<file path="src/rtl/seq_pattern_gen_if.sv">
// Control and serial-output bundle for seq_pattern_gen.
//   start, abort        : transfer request / synchronous abort
//   use_ext, pattern_in : pattern select and external pattern (sampled with start)
//   reps, gap           : repetition count and idle gap length (sampled with start)
//   out, valid          : serial data bit and its qualifier
//   busy, done          : transfer in progress / one-cycle completion pulse
interface seq_pattern_gen_if #(
   parameter int PAT_W = 3,
   parameter int CNT_W = 4,
   parameter int GAP_W = 4
);
   logic             start;
   logic             abort;
   logic             use_ext;
   logic [PAT_W-1:0] pattern_in;
   logic [CNT_W-1:0] reps;
   logic [GAP_W-1:0] gap;
   logic             out;
   logic             valid;
   logic             busy;
   logic             done;

   modport master (
      output start, abort, use_ext, pattern_in, reps, gap,
      input  out, valid, busy, done
   );

   modport slave (
      input  start, abort, use_ext, pattern_in, reps, gap,
      output out, valid, busy, done
   );
endinterface

</file>
<file path="src/rtl/seq_pattern_gen.sv">
// Serial pattern transmitter. Shifts a PAT_W-bit pattern MSB-first onto
// bus.out, repeated bus.reps times with bus.gap idle cycles between
// repetitions, under a start/busy/done handshake with synchronous abort.
//   clk   : rising-edge clock
//   rst_n : asynchronous active-low reset
//   bus   : seq_pattern_gen_if.slave (control inputs, registered outputs)
module seq_pattern_gen #(
   parameter int               PAT_W   = 3,
   parameter logic [PAT_W-1:0] PATTERN = 3'b101,
   parameter int               CNT_W   = 4,
   parameter int               GAP_W   = 4
) (
   input  logic               clk,
   input  logic               rst_n,
   seq_pattern_gen_if.slave   bus
);

   localparam int BW = (PAT_W > 1) ? $clog2(PAT_W) : 1;
   localparam logic [BW-1:0] LAST_BIT = BW'(PAT_W - 1);

   typedef enum logic [1:0] {IDLE, SEND, GAP, DONE} state_t;

   state_t           state, state_n;
   logic [PAT_W-1:0] sh, sh_n;
   logic [PAT_W-1:0] pat_lat, pat_lat_n;
   logic [BW-1:0]    bit_cnt, bit_cnt_n;
   logic [CNT_W-1:0] rep_cnt, rep_cnt_n;
   logic [GAP_W-1:0] gap_lat, gap_lat_n;
   logic [GAP_W-1:0] gap_cnt, gap_cnt_n;
   logic             out_q, valid_q, busy_q, done_q;

   always_ff @(posedge clk or negedge rst_n) begin
      if (!rst_n) begin
         state   <= IDLE;
         sh      <= '0;
         pat_lat <= '0;
         bit_cnt <= '0;
         rep_cnt <= '0;
         gap_lat <= '0;
         gap_cnt <= '0;
         out_q   <= 1'b0;
         valid_q <= 1'b0;
         busy_q  <= 1'b0;
         done_q  <= 1'b0;
      end else begin
         state   <= state_n;
         sh      <= sh_n;
         pat_lat <= pat_lat_n;
         bit_cnt <= bit_cnt_n;
         rep_cnt <= rep_cnt_n;
         gap_lat <= gap_lat_n;
         gap_cnt <= gap_cnt_n;
         // Outputs are registered from the next state so they line up with
         // the state they describe; the line idles low outside SEND.
         out_q   <= (state_n == SEND) ? sh_n[PAT_W-1] : 1'b0;
         valid_q <= (state_n == SEND);
         busy_q  <= (state_n != IDLE);
         done_q  <= (state_n == DONE);
      end
   end

   always_comb begin
      state_n   = state;
      sh_n      = sh;
      pat_lat_n = pat_lat;
      bit_cnt_n = bit_cnt;
      rep_cnt_n = rep_cnt;
      gap_lat_n = gap_lat;
      gap_cnt_n = gap_cnt;

      case (state)
         IDLE: begin
            // abort has priority over start even in IDLE
            if (bus.start && !bus.abort) begin
               pat_lat_n = bus.use_ext ? bus.pattern_in : PATTERN;
               rep_cnt_n = bus.reps;
               gap_lat_n = bus.gap;
               gap_cnt_n = '0;
               bit_cnt_n = '0;
               sh_n      = bus.use_ext ? bus.pattern_in : PATTERN;
               state_n   = (bus.reps != '0) ? SEND : DONE;
            end
         end

         SEND: begin
            if (bus.abort) begin
               state_n = IDLE;
            end else if (bit_cnt == LAST_BIT) begin
               rep_cnt_n = rep_cnt - 1'b1;
               bit_cnt_n = '0;
               if (rep_cnt == CNT_W'(1)) begin
                  state_n = DONE;
               end else if (gap_lat == '0) begin
                  // back-to-back repetition: reload without a bubble
                  sh_n = pat_lat;
               end else begin
                  gap_cnt_n = gap_lat;
                  state_n   = GAP;
               end
            end else begin
               sh_n      = sh << 1;
               bit_cnt_n = bit_cnt + 1'b1;
            end
         end

         GAP: begin
            if (bus.abort) begin
               state_n = IDLE;
            end else if (gap_cnt == GAP_W'(1)) begin
               sh_n      = pat_lat;
               bit_cnt_n = '0;
               gap_cnt_n = '0;
               state_n   = SEND;
            end else begin
               gap_cnt_n = gap_cnt - 1'b1;
            end
         end

         DONE: begin
            state_n = IDLE;
         end

         default: state_n = IDLE;
      endcase
   end

   assign bus.out   = out_q;
   assign bus.valid = valid_q;
   assign bus.busy  = busy_q;
   assign bus.done  = done_q;

endmodule
</file>
<file path="src/flat_wrapper.sv">
// flat-port wrapper written by rule: the top's interface ports become plain ports
module seq_pattern_gen_flat 
#(
   parameter int               PAT_W   = 3,
   parameter logic [PAT_W-1:0] PATTERN = 3'b101,
   parameter int               CNT_W   = 4,
   parameter int               GAP_W   = 4
)
  (clk, rst_n, bus_start, bus_abort, bus_use_ext, bus_pattern_in, bus_reps, bus_gap, bus_out, bus_valid, bus_busy, bus_done);
  seq_pattern_gen_if #(.PAT_W(PAT_W), .CNT_W(CNT_W), .GAP_W(GAP_W)) bus_i ();
  input  logic clk;
  input  logic rst_n;
  input wire logic [$bits(bus_i.start)-1:0] bus_start;
  input wire logic [$bits(bus_i.abort)-1:0] bus_abort;
  input wire logic [$bits(bus_i.use_ext)-1:0] bus_use_ext;
  input wire logic [$bits(bus_i.pattern_in)-1:0] bus_pattern_in;
  input wire logic [$bits(bus_i.reps)-1:0] bus_reps;
  input wire logic [$bits(bus_i.gap)-1:0] bus_gap;
  output wire logic [$bits(bus_i.out)-1:0] bus_out;
  output wire logic [$bits(bus_i.valid)-1:0] bus_valid;
  output wire logic [$bits(bus_i.busy)-1:0] bus_busy;
  output wire logic [$bits(bus_i.done)-1:0] bus_done;
  assign bus_i.start = bus_start;
  assign bus_i.abort = bus_abort;
  assign bus_i.use_ext = bus_use_ext;
  assign bus_i.pattern_in = bus_pattern_in;
  assign bus_i.reps = bus_reps;
  assign bus_i.gap = bus_gap;
  assign bus_out = bus_i.out;
  assign bus_valid = bus_i.valid;
  assign bus_busy = bus_i.busy;
  assign bus_done = bus_i.done;
  seq_pattern_gen #(.PAT_W(PAT_W), .PATTERN(PATTERN), .CNT_W(CNT_W), .GAP_W(GAP_W)) u_core (.clk(clk), .rst_n(rst_n), .bus(bus_i));
endmodule
</file>
<file path="config.mk">
export PLATFORM = sky130hd
export DESIGN_NAME = seq_pattern_gen_flat
export DESIGN_NICKNAME = d
export VERILOG_FILES = /design/src/rtl/seq_pattern_gen_if.sv /design/src/rtl/seq_pattern_gen.sv /design/src/flat_wrapper.sv
export SDC_FILE = /design/constraint.sdc
export NUM_CORES = 1
export LEC_CHECK = 0
export ABC_AREA = 1
export ABC_CLOCK_PERIOD_IN_PS = 4800
export BUFFER_PORTS_ARGS = -buffer_cell sky130_fd_sc_hd__buf_2
export CAP_MARGIN = 20
export CORE_ASPECT_RATIO = 0.5
export CORE_UTILIZATION = 42
export DETAILED_ROUTE_END_ITERATION = 16
export GPL_TIMING_DRIVEN = 0
export PLACE_DENSITY = 0.64
export SLEW_MARGIN = 5
export SYNTH_ARGS = -nofsm -noshare
export SYNTH_HDL_FRONTEND = slang
export SYNTH_SLANG_ARGS = --single-unit
</file>
<file path="constraint.sdc">
create_clock -name clk -period 4.8 [get_ports clk]
set_clock_uncertainty 0.2 [all_clocks]
set_input_delay 0.96 -clock clk [delete_from_list [all_inputs] [get_ports clk]]
set_output_delay 0.96 -clock clk [all_outputs]
set_load 0.01 [all_outputs]
</file>
# Word level (Yosys, flattened, before mapping)
# Cells that the tools add are included.
dict set report op_classes {
  muxes 37
  addsub 3
  reduce_logical 13
  eq_ne 17
}
# op n
set ops {}
lappend ops {{2-to-1 mux 4 bit} 10}
lappend ops {{2-to-1 mux 2 bit} 13}
lappend ops {{2-to-1 mux 3 bit} 8}
lappend ops {{AND reduction 7 bit} 2}
lappend ops {{one-hot mux 4 bit (3 select lines)} 1}
lappend ops {{one-hot mux 3 bit (3 select lines)} 1}
lappend ops {{== test 2 bit, second input constant} 4}
lappend ops {{== test 4 x 1 -> 1 bit, second input constant} 2}
lappend ops {{inequality test 2 bit, second input constant} 4}
lappend ops {{one-hot mux 2 bit (4 select lines)} 1}
lappend ops {{one-hot mux 4 bit (2 select lines)} 1}
lappend ops {{subtractor 4 x 1 -> 4 bit, second input constant} 2}
lappend ops {{inequality test 2 x 1 -> 1 bit, second input constant} 3}
lappend ops {{inequality test 3 bit, second input constant} 2}
lappend ops {{one-hot mux 2 bit (3 select lines)} 1}
lappend ops {{AND reduction 5 bit} 1}
lappend ops {{== test 2 x 1 -> 1 bit, second input constant} 2}
lappend ops {{zero test 4 bit} 1}
lappend ops {{AND reduction 4 bit} 1}
lappend ops {{nonzero test 2 bit} 2}
lappend ops {{nonzero test 4 bit} 1}
lappend ops {{nonzero test 3 bit} 1}
lappend ops {{adder 2 x 1 -> 2 bit, second input constant} 1}
lappend ops {{zero test 2 bit} 1}
lappend ops {{other kinds (4)} 4}
dict set report totals {
  inputBits 16
  regBits 26
  elab_cells 82
  out_inout_bits 4
}

# Depth between registers and ports, before layout
# Gate-level depths: netlist of run 1.
dict set report depth {
  word_depth 8
  depth_mapped 13
}

# Least setup slack after synthesis of run 1
# Ideal clock, no wire load.
dict set report synth_path {
  path_type {input port to flip-flop}
  startpoint {input port bus_abort}
  endpoint {register u_core.gap_cnt[1]}
  stages 7
  arrival_time_ns 1.710
  setup_slack_ns 2.808
  path_buffers 0
  required_time_ns 4.518
  setup_time_ns 0.082
  cell_sequence {inv_2 nand2_4 nand2_2 nand3_4 nor3_4 nand2_1 o22ai_1}
}
dict set report synth_via {
  elab_chain_len 4
  elab_cells_between_ends 6
  cone_classes {eq/ne: 3; reduce/logical: 3}
}
# item line
set synth_rtl {}
lappend synth_rtl {{start, declared} flat_wrapper.sv:14} ;# input wire logic [$bits(bus_i.abort)-1:0] bus_abort;
lappend synth_rtl {{zero test 1 bit} seq_pattern_gen.sv:74} ;# if (bus.start && !bus.abort) begin
lappend synth_rtl {{logical AND 1 bit} seq_pattern_gen.sv:74}
lappend synth_rtl {{inequality test 2 x 1 -> 1 bit (no line)} -}
lappend synth_rtl {{AND reduction 7 bit (no line) (*)} -}
lappend synth_rtl {{end signal, assigned} seq_pattern_gen.sv:52} ;# gap_cnt <= gap_cnt_n;
lappend synth_rtl {{end, declared} seq_pattern_gen.sv:29} ;# logic [GAP_W-1:0] gap_cnt, gap_cnt_n;
# Every way passes the cells marked *; elsewhere a longest branch is shown, timed or not.
# A chain may end at the register's enable or synchronous reset.

# Worst setup path in the final report of run 1
dict set report layout_path {
  startpoint {input port bus_abort}
  endpoint {register u_core.out_q, in the netlist u_core.bus.out}
}
dict set report layout_via {
  elab_cells_between_ends 12
  cone_classes {eq/ne: 1; mux: 9; reduce/logical: 2}
}
# item line
set layout_lines {}
lappend layout_lines {{zero test 1 bit} seq_pattern_gen.sv:74}
lappend layout_lines {{logical AND 1 bit} seq_pattern_gen.sv:74}
lappend layout_lines {{2-to-1 mux 3 bit} seq_pattern_gen.sv:74}
lappend layout_lines {{one-hot mux 3 bit (3 select lines) (*)} seq_pattern_gen.sv:71} ;# case (state)
lappend layout_lines {{net u_core.sh_n[2]} seq_pattern_gen.sv:24} ;# logic [PAT_W-1:0] sh, sh_n;
lappend layout_lines {{2-to-1 mux 1 bit (*)} seq_pattern_gen.sv:55} ;# out_q <= (state_n == SEND) ? sh_n[PAT_W-1] : 1'b0;
lappend layout_lines {{end signal, assigned} seq_pattern_gen.sv:55}
lappend layout_lines {{end, declared} seq_pattern_gen.sv:30} ;# logic out_q, valid_q, busy_q, done_q;
# The timed path passes the listed nets; every way through them passes the cells marked *. The select of a mux whose other input is x is not followed.

==> results.md, run 1 <==
- Critical path's top delay family: simple AND/OR/NAND/NOR gates
- Worst-case clock buffer depth: 2
- Initial antenna violation count: 0
- R2r worst-path depth: 11
- Total grt overflow: 0
- Vias in the first global route: 1142
- Core Box Area: 3490 um2
- Slowest cell on crit path: o21ai_0
- Leakage: 0.896 nW
- Most used cell, CP: nand2_1
- 1st-iter DRT viols: 103
- Num CTS Buffers: 3
- Seq pwr share: 35.2%
- Minimum clock period: 2.05 ns
- CTS tree: built
- Number of enable flip-flop cells after synthesis: 0
- Fillers: 357
- CP Max Fanout: 7
- CP Capture Type: flop
- Post-synth net total: 221
- Core Rows: 15
- Share of cells above drive strength 1: 18.6%
- WL met3: 126 um
- Fin Setup TNS: 0 ns
- Arrival @ worst endpoint: 2.03 ns
- Gate power share: 50.7%
- Worst r2r dst: u_core.bus.out$_DFF_PN0_
- PD cells: 572 nW/um2
- WL/cell: 11.9 um
- # IOs: 20
- WS Path Type: in2reg
- Die Y: 45.0 um
- Clock root buffer: clkbuf_8
- Yosys reg bits: 26
- Routed length on met1: 1830 um
- CTS Hold Bufs: 0
- Post-CTS setup buffer count: 0
- Commonest cells after routing, fill and taps aside: 50 x nand2_1, 26 x inv_1, 26 x dfrtp_1
- Area of the multi-input gates: 758 um2
- RSZ-0062 raised after global routing: no
- Measured slew at the worst slew-check pin: 0.565 ns
- Avg Cell Area, Syn: 7.88 um2
- WP data required: 4.78 ns
- Final Core Density: 50.6%
- Max-cap violations: 0
- Status: completed
- Post-synthesis sequential area ratio: 41.9%
- Vias per inst: 4.76
- Mapped Area: 1550 um2
- Crit start category: primary input
- Pint: 0.565 mW
- Max layer used: met4
- Final Wtd Congestion: 0.933
- Async set or reset register ratio after synthesis: 100%
- Largest stage delay, worst path: 0.17 ns
- Post-cts repair resize count: 0
- WP buf/inv: 4
- Worst setup path end: u_core.bus.out$_DFF_PN0_
- Clock sinks: 26
- HPWL Detailed: 2470 um
- Critical path cell sequence: buf_2 > inv_2 > nand2_4 > nand2_2 > nand2_1 > inv_1 > nand2_1 > o21ai_0 > nand2_1 > nand2_1 > inv_1
- Sw Share: 44.0%
- # port buffers: 19
- Relative slew slack: 62.4%
- Number of antenna diodes: 0
- Worst Setup SP: bus_abort
- Fmax: 489 MHz
- Clk pin slew, worst setup/hold paths: 0.09 ns
- GRT Total Usage: 18.4%
- Net Sw Power: 0.444 mW
- Synth unique cells: 28
- Post-synth top flop: dfrtp_1
- Die ar.: 3960 um2
- Commonest non-fill, non-tap cell in the layout: nand2_1
- Initial Util: 44.4%
- Largest net degree at the start of global routing: 27
- R2r setup slk: 2.78 ns
- Final setup fails: 0
- Met2 WL post-DR: 1240 um
- Area Overhead vs Synth: 13.8%
- Worst Hold Class: reg2reg
- Hold Fails Final Rpt: 0
- VDD IR-drop max: 0.177 mV
- Slew Limit Fails: 0
- Vias: 1290
- Die Width: 88.0 um
- Worst R2R Start: u_core.state[1]$_DFF_PN0_
- Latest clock arrival within the worst-skew pair: 0.28 ns
- Synthesized instance count: 197
- Syn. warnings: 0
- Drt first pass iters: 4
- Final ANT Viol Nets: 0
- Clk pwr share: 14.1%
- Final net count: 245
- Power, Total: 1.01 mW
- # DRC: 0
- Sequential Area: 651 um2
- Stages on worst setup path: 11
- First-pass GRT wire length: 5330 um
- Routed WL: 3230 um
- H-tree Lvls: 1
- Period utilization: 42.6%
-- cells in the mapped netlist, types with 2 or more instances --
library cell  instances  area (um2)
nor2_1               16        60.1
nand2_2               2        12.5
nor2_4                2        22.5
buf_6                 2        22.5
inv_2                 4        15.0
nand4_1               4        25.0
nand3_1              11        55.1
o22ai_1               4        25.0
xor2_1                2        17.5
a22oi_1               2        15.0
nand2_1              50         188
inv_1                26        97.6
dfrtp_1              26         651
o21ai_1               3        15.0
o21ai_0              20         100
ha_1                  8         100
nor2_2                2        12.5
a21oi_1               3        15.0
-- power groups by stage --
stage | Clock [mW] | Combinational, mW | Sequential [mW]
after floorplan | 0 | 0.392 | 0.354
after global placement | 0 | 0.502 | 0.357
after detailed placement | 0 | 0.509 | 0.359
after CTS | 0.147 | 0.511 | 0.355
after global routing | 0.156 | 0.585 | 0.365
final | 0.142 | 0.512 | 0.355
-- worst min-delay path by stage --
stage | startpoint | end | depth (start not counted)
global route | u_core.pat_lat[0]$_DFFE_PN0P_ | u_core.pat_lat[0]$_DFFE_PN0P_ | 2
detailed placement | u_core.pat_lat[2]$_DFFE_PN0P_ | u_core.pat_lat[2]$_DFFE_PN0P_ | 2
floorplan | u_core.pat_lat[0]$_DFFE_PN0P_ | u_core.pat_lat[0]$_DFFE_PN0P_ | 2
CTS | u_core.pat_lat[2]$_DFFE_PN0P_ | u_core.pat_lat[2]$_DFFE_PN0P_ | 2
global placement | u_core.pat_lat[0]$_DFFE_PN0P_ | u_core.pat_lat[0]$_DFFE_PN0P_ | 2
finish | u_core.pat_lat[2]$_DFFE_PN0P_ | u_core.pat_lat[2]$_DFFE_PN0P_ | 2
-- state kept, by name, summed over array words and instances, names as in the netlist --
| signal | count |
|---|---|
| u_core.rep_cnt | 4 |
| u_core.gap_cnt | 4 |
| u_core.state | 2 |
| u_core.bit_cnt | 2 |
| u_core.gap_lat | 4 |
| u_core.bus.busy | 1 |
| u_core.bus.valid | 1 |
| u_core.sh | 3 |
| u_core.pat_lat | 3 |
| u_core.bus.out | 1 |
| u_core.bus.done | 1 |
-- layer usage --
metal / GRT usage, % / vias up
met3: 5.30 / 5
met2: 26.0 / 28
met5: 0 / -
li1: - / 676
met4: 4.59 / 0
met1: 27.4 / 581
-- worst reg2reg max path, delay by kind of cell, from the launching register on --
| family | cells | cell delay, ns |
|---|---|---|
| buf+inv | 4 | 0.45 |
| flops | 1 | 0.41 |
| fa+ha+maj | 1 | 0.19 |
| compound gates | 2 | 0.29 |
| simple gates | 4 | 0.39 |
-- cell type report --
| class | instances | share of cell area [%] |
|---|---|---|
| Multi-Input combinational cell | 138 | 42.9 |
| Sequential cell | 26 | 36.9 |
| Inverter | 30 | 6.38 |
| Timing Repair Buffer | 19 | 5.39 |
| Tap cell | 51 | 3.61 |
| Clock buffer | 4 | 3.12 |
| Buffer | 3 | 1.70 |
-- cell families (layout without fill, tap and decap cells) --
kind of cell               after synthesis  count (layout)  share of synthesized area [%]
and+or+nand+nor                         91              91                           27.4
AOI/OAI and AO/OA                       36              36                           13.3
buffers and inverters                   33              56                           9.19
DFF                                     26              26                           41.9
adders and majority gates                8               8                           6.45
xor gates and xnor gates                 3               3                           1.69
-- per-stage QoR --
stage	instance area, um2	setup WS (ns)	cells	hold WS, ns
2_1_floorplan	1550	2.81	197	0.236
3_3_place_gp	1710	2.48	267	0.249
3_5_place_dp	1710	2.48	267	0.260
4_1_cts	1770	2.77	271	0.282
5_1_grt	1770	2.60	271	0.309
6_report	1770	2.75	271	0.278
(Power assumes the default switching activity.)
==> inputs of run 2 (changes only) <==
--- a/config.mk
+++ b/config.mk
@@ -5,8 +5,8 @@
 export SDC_FILE = /design/constraint.sdc
 export NUM_CORES = 1
 export LEC_CHECK = 0
-export ABC_AREA = 1
-export ABC_CLOCK_PERIOD_IN_PS = 4800
+export ABC_AREA = 0
+export ABC_CLOCK_PERIOD_IN_PS = 2120
 export BUFFER_PORTS_ARGS = -buffer_cell sky130_fd_sc_hd__buf_2
 export CAP_MARGIN = 20
 export CORE_ASPECT_RATIO = 0.5
==> constraint.sdc (replaced) <==
create_clock -name clk -period 2.12 [get_ports clk]
set_clock_uncertainty 0.2 [all_clocks]
set_input_delay 0.424 -clock clk [delete_from_list [all_inputs] [get_ports clk]]
set_output_delay 0.424 -clock clk [all_outputs]
set_load 0.01 [all_outputs]
==> results.md, run 2 <==
- Status: complete, but fails checks
- Failing checks: negative setup slack
- Share of cells above drive strength 1: 36.5%
- Synth top area share: 40.4%
- Async set or reset register ratio after synthesis: 100%
- # IOs: 20
- Max-cap violations: 0
- Vias: 1398
- Fmax: 438 MHz
- WL met3: 275 um
- Final net count: 225
- Final WS setup: -0.162 ns
- Most frequent cells after synthesis: 26 x dfrtp_1, 16 x inv_1, 12 x nand2_1
- Vias per inst: 5.57
- Mapped Area: 1610 um2
- Net Sw Power: 1.12 mW
- Vias in the first global route: 1197
- Number of enable flip-flop cells after synthesis: 0
- Post-synthesis sequential area ratio: 40.4%
- Routed WL: 3770 um
- Worst hold slack: 0.177 ns
- Hold Fails Final Rpt: 0
- Worst-case clock buffer depth: 2
- Largest family of logic cells by synthesized area: compound AO/OA/AOI/OAI gates
- Drt first pass iters: 4
- Period utilization: 108%
- Yosys reg bits: 26
- H-tree Lvls: 1
- Placed inst area: 1780 um2
- 1st-iter DRT viols: 126
- Fin Setup TNS: -0.851 ns
- Latest clock arrival within the worst-skew pair: 0.27 ns
- Clock root buffer: clkbuf_8
- Initial antenna violation count: 0
- Crit start category: flop
- Max layer used: met4
- VDD IR-drop max: 0.448 mV
- Area Overhead vs Synth: 25.9%
- Synth area leader: dfrtp_1
- Final Wtd Congestion: 0.812
- Slowest cell on crit path: a2111o_1
- XOR/XNOR share of the synthesized area: 0.543%
- WS Path Type: reg2reg
- Largest stage delay, worst path: 0.41 ns
- Die Y: 45.8 um
- Initial Util: 45.4%
- Final ANT Viol Nets: 0
- Number of antenna diodes: 0
- # port buffers: 19
- # DRC: 0
- Clock sinks: 26
- Largest regs: u_core.gap_cnt x4, u_core.gap_lat x4, u_core.rep_cnt x4
- Post-synth top flop: dfrtp_1
- Critical path cell sequence: inv_2 > ha_4 > or3b_4 > a2111o_1 > buf_4 > or3_4 > o21ai_2
- Post-Synth Simple-Gate Area: 20.0%
- Commonest non-fill, non-tap cell in the layout: dfrtp_1
- Syn. warnings: 0
- RSZ-0062 raised after global routing: yes
- Commonest cells after routing, fill and taps aside: 26 x dfrtp_1, 19 x buf_2, 14 x inv_1
- Placed Instances: 237
- Synthesized instance count: 167
- Most frequent cell after synthesis: dfrtp_1
- GRT Total Usage: 20.7%
- Largest net degree at the start of global routing: 27
- CP Max Fanout: 3
- Clk pin slew, worst setup/hold paths: 0.09 ns
- Core Box Area: 3550 um2
- Fraction of synthesized area in multiplexers: 4.97%
- Avg Cell Area, Syn: 9.65 um2
- Seq pwr share: 34.3%
- Relative slew slack: 60.9%
- CTS tree: built
- Post-synth net total: 191
- Clk pwr share: 12.2%
- Total grt overflow: 0
- Synth unique cells: 56
- WP data required: 2.13 ns
- Arrival @ worst endpoint: 2.29 ns
- Core Rows: 15
- Final setup fails: 9
- Minimum clock period: 2.28 ns
- PD cells: 1320 nW/um2
- Sw Share: 41.8%
- Routed length on met1: 1880 um
- Slew Limit Fails: 0
- Die Width: 89.6 um
- Pint: 1.55 mW
- Layout Cells excl Fill: 251
- Die ar.: 4100 um2
- Num CTS Buffers: 3
- Adder-cell share of the synthesized area: 6.21%
- Fin area: 2030 um2
- Worst Hold Class: in2reg
- First-pass GRT wire length: 6210 um
- Complex-gate fraction of the synthesized area: 21.7%
- Leakage: 0.878 nW
- Largest cells by area after synthesis: dfrtp_1 40%, ha_1 6.2%, inv_1 3.7%, a211oi_1 2.8%, mux2_2 2.8%
- WL/cell: 15.0 um
- Measured slew at the worst slew-check pin: 0.587 ns
- Met2 WL post-DR: 1600 um
- CP Capture Type: flop
- Gate power share: 53.5%
- HPWL Detailed: 2700 um
## run 2: cell count changes in the layout (fill, tap and decap cells not counted), moves of 8 or more
| cell | change |
|---|---|
| nor2_1 | -8 |
| inv_1 | -12 |
| nand2_1 | -40 |
| buf_4 | +8 |
| nand3_1 | -9 |
| o21ai_0 | -14 |
## run 2: kinds of logic (layout without fill, tap and decap cells)
kind of cell             count (synthesis)  in the layout
adder cells (fa/ha/maj)                  8              8
buffers and inverters                   23             56
AND/OR/NAND/NOR                         56             56
multiplexers                             7              7
XOR/XNOR                                 1              1
AO/OA/AOI/OAI                           46             46
flip-flops                              26             26
## run 2: critical path: cells and delay by family, from the launching register on
family / cells / cell delay [ns]
and+or+nand+nor: 2 / 0.74
AOI/OAI and AO/OA: 2 / 0.52
adders and majority gates: 1 / 0.12
buffers and inverters: 2 / 0.24
DFF: 1 / 0.40
## run 2: final cells by class
cell class | instances | area (um2)
clock buffers | 4 | 55.1
well taps | 51 | 63.8
flip-flops and latches | 26 | 651
repair buffers | 29 | 176
fillers | 308 | 1520
plain buffers | 5 | 45.0
multi-input cells | 118 | 970
inverters | 18 | 67.6
## run 2: metrics by stage
step                utilization (%)  worst slack [ns]  total power [mW]
global placement               50.3            -0.228              2.02
global route                   57.2            -0.247              2.89
finish                         57.2            -0.162              2.67
CTS                            54.2            -0.195              2.49
floorplan                         -           -0.0968              1.75
detailed placement             50.3            -0.231              2.05
## run 2: timing repair
action,CTS,global route
resized for setup,7,25
gates cloned,0,0
hold buffers,1,0
endpoints found under the setup margin,23,18
hold endpoints to repair,26,0
buffers inserted,7,3
pin swaps,5,9
## run 2: path summary, 6_finish.rpt
check                      slack [ns]                             to                          start  cells after the start
hold / removal                   0.18  u_core.gap_lat[2]$_DFFE_PN0P_                     bus_gap[2]                      2
setup reg to reg                -0.16  u_core.bit_cnt[0]$_DFFE_PN0P_  u_core.gap_cnt[1]$_DFFE_PN0P_                      7
hold reg to reg                  0.29  u_core.pat_lat[0]$_DFFE_PN0P_  u_core.pat_lat[0]$_DFFE_PN0P_                      1
min in group asynchronous        0.48       u_core.sh[0]$_DFFE_PN0P_                          rst_n                      2
setup / recovery                -0.16  u_core.bit_cnt[0]$_DFFE_PN0P_  u_core.gap_cnt[1]$_DFFE_PN0P_                      7
max in group asynchronous        0.86  u_core.gap_lat[1]$_DFFE_PN0P_                          rst_n                      2
## run 2: routing by layer
layer | vias to the layer above | GRT usage (%)
li1 | 678 | -
met1 | 665 | 32.6
met3 | 4 | 3.99
met2 | 51 | 29.2
met4 | 0 | 3.17
met5 | - | 0
## run 2: power groups by stage
stage	clock network [mW]	registers, mW	logic, mW
6_report	0.326	0.915	1.43
5_1_grt	0.356	0.951	1.59
2_1_floorplan	0	0.864	0.888
3_5_place_dp	0	0.897	1.16
3_3_place_gp	0	0.890	1.13
4_1_cts	0.336	0.888	1.27
==> inputs of run 3 (changes only) <==
--- a/config.mk
+++ b/config.mk
@@ -13,7 +13,6 @@
 export CORE_UTILIZATION = 42
 export DETAILED_ROUTE_END_ITERATION = 16
 export GPL_TIMING_DRIVEN = 0
-export PLACE_DENSITY = 0.64
 export SLEW_MARGIN = 5
 export SYNTH_ARGS = -nofsm -noshare
 export SYNTH_HDL_FRONTEND = slang
==> results.md, run 3 (same netlist as run 2, synthesis figures left out) <==
- Status: complete, but fails checks
- Failing checks: negative setup slack
- # DRC: 0
- Initial Util: 45.4%
- GRT Total Usage: 19.7%
- HPWL Detailed: 2680 um
- WS Path Type: reg2reg
- Pre-CTS setup slack: -0.286 ns
- Final WS setup: -0.169 ns
- 1st-iter DRT viols: 140
- Initial antenna violation count: 0
- H-tree Lvls: 1
- Largest regs: u_core.gap_cnt x4, u_core.gap_lat x4, u_core.rep_cnt x4
- Hold_sp: bus_gap[0]
- Fmax: 437 MHz
- Num CTS Buffers: 3
- Vias: 1435
- Final Wtd Congestion: 0.805
- Relative slew slack: 58.9%
- Latest clock arrival within the worst-skew pair: 0.27 ns
- Commonest non-fill, non-tap cell in the layout: dfrtp_1
- VDD IR-drop max: 0.538 mV
- Arrival @ worst endpoint: 2.26 ns
- Max-cap violations: 0
- Worst Hold Class: in2reg
- GR Util met3: 6.52%
- Final setup fails: 9
- Worst-case clock buffer depth: 2
- Period utilization: 108%
- Worst Setup SP: u_core.gap_cnt[1]$_DFFE_PN0P_
- Slew Limit Fails: 0
- Die Y: 45.8 um
- Routed WL: 3890 um
- Worst hold slack: 0.182 ns
- Placed Instances: 237
- Layout Cells excl Fill: 254
- Number of antenna diodes: 0
- CP Max Fanout: 3
- WP data required: 2.10 ns
- Final net count: 228
- Die ar.: 4100 um2
- # IOs: 20
- GR met2 Demand/Resource: 29.1%
- Fin Setup TNS: -1.29 ns
- Largest net degree at the start of global routing: 27
- GRT busiest layer: met2
- Core Box Area: 3550 um2
- Drt first pass iters: 4
- RSZ-0062 raised after global routing: yes
- CTS tree: built
- Measured slew at the worst slew-check pin: 0.612 ns
- Clock sinks: 26
- Crit start category: flop
- CP Capture Type: flop
- Vias per inst: 5.65
- Area Overhead vs Synth: 26.4%
- WL/cell: 15.3 um
- Total grt overflow: 0
- Core Rows: 15
- Commonest cells after routing, fill and taps aside: 26 x dfrtp_1, 20 x buf_2, 13 x inv_1
- Power, Total: 2.69 mW
- Clock root buffer: clkbuf_8
- # port buffers: 19
- Minimum clock period: 2.29 ns
- Share of cells above drive strength 1: 36.0%
- First-pass GRT wire length: 5820 um
- Die Width: 89.6 um
- Worst R2R Start: u_core.gap_cnt[1]$_DFFE_PN0P_
- PD cells: 1320 nW/um2
- GRT met1 Usage: 28.8%
- Clk pin slew, worst setup/hold paths: 0.09 ns
- Hold Fails Final Rpt: 0
- Final ANT Viol Nets: 0
- Leakage: 0.889 nW
- Fillers: 308
- Vias in the first global route: 1184
## run 3: what timing repair did
item | 4_1_cts | 5_1_grt
pin swaps | 4 | 5
gates cloned | 0 | 0
endpoints found under the setup margin | 24 | 14
setup buffers | 9 | 3
gates resized for setup | 10 | 15
hold buffers | 1 | 0
hold endpoints to repair | 26 | 0
## run 3: cell type report
| type | count | area, um2 | area share (%) |
|---|---|---|---|
| buffer | 5 | 45.0 | 2.21 |
| clock buffer | 4 | 55.1 | 2.70 |
| inverter | 18 | 67.6 | 3.32 |
| multi-input combinational | 118 | 956 | 46.9 |
| sequential | 26 | 651 | 31.9 |
| tap | 51 | 63.8 | 3.13 |
| timing repair buffer | 32 | 199 | 9.77 |
## run 3: layer usage
layer | share of wire [%] | vias to the layer above
li1 | - | 692
met1 | 46 | 672
met2 | 44 | 69
met3 | 10 | 2
met4 | 0.21 | 0
met5 | 0 | -
## run 3: through the flow
stage | instance area (um2) | utilization (%)
after floorplan | 1620 | -
after global placement | 1780 | 50.3
after detailed placement | 1780 | 50.3
after CTS | 1940 | 54.8
after global routing | 2040 | 57.4
final | 2040 | 57.4
## run 3: worst max-delay path: stages, from the launching register on
cell	delay, ns
dfrtp_1	0.40
inv_2	0.08
ha_4	0.12
or3b_4	0.38
buf_4	0.15
a221o_1	0.33
a211oi_2	0.30
inv_2	0.09
buf_4	0.14
## run 3: path summary, 6_finish.rpt
check                      slack (ns)  cells after the start                            end
min in group asynchronous        0.48                      2  u_core.gap_lat[3]$_DFFE_PN0P_
max                             -0.17                      8      u_core.state[1]$_DFF_PN0_
max reg2reg                     -0.17                      8      u_core.state[1]$_DFF_PN0_
min reg2reg                      0.29                      1  u_core.pat_lat[0]$_DFFE_PN0P_
max in group asynchronous        0.86                      2  u_core.gap_cnt[2]$_DFFE_PN0P_
min                              0.18                      2  u_core.gap_lat[0]$_DFFE_PN0P_
## run 3: power by group
| group | switching (mW) | internal [mW] |
|---|---|---|
| Combinational | 0.748 | 0.709 |
| Sequential | 0.207 | 0.703 |
| Clock | 0.158 | 0.166 |
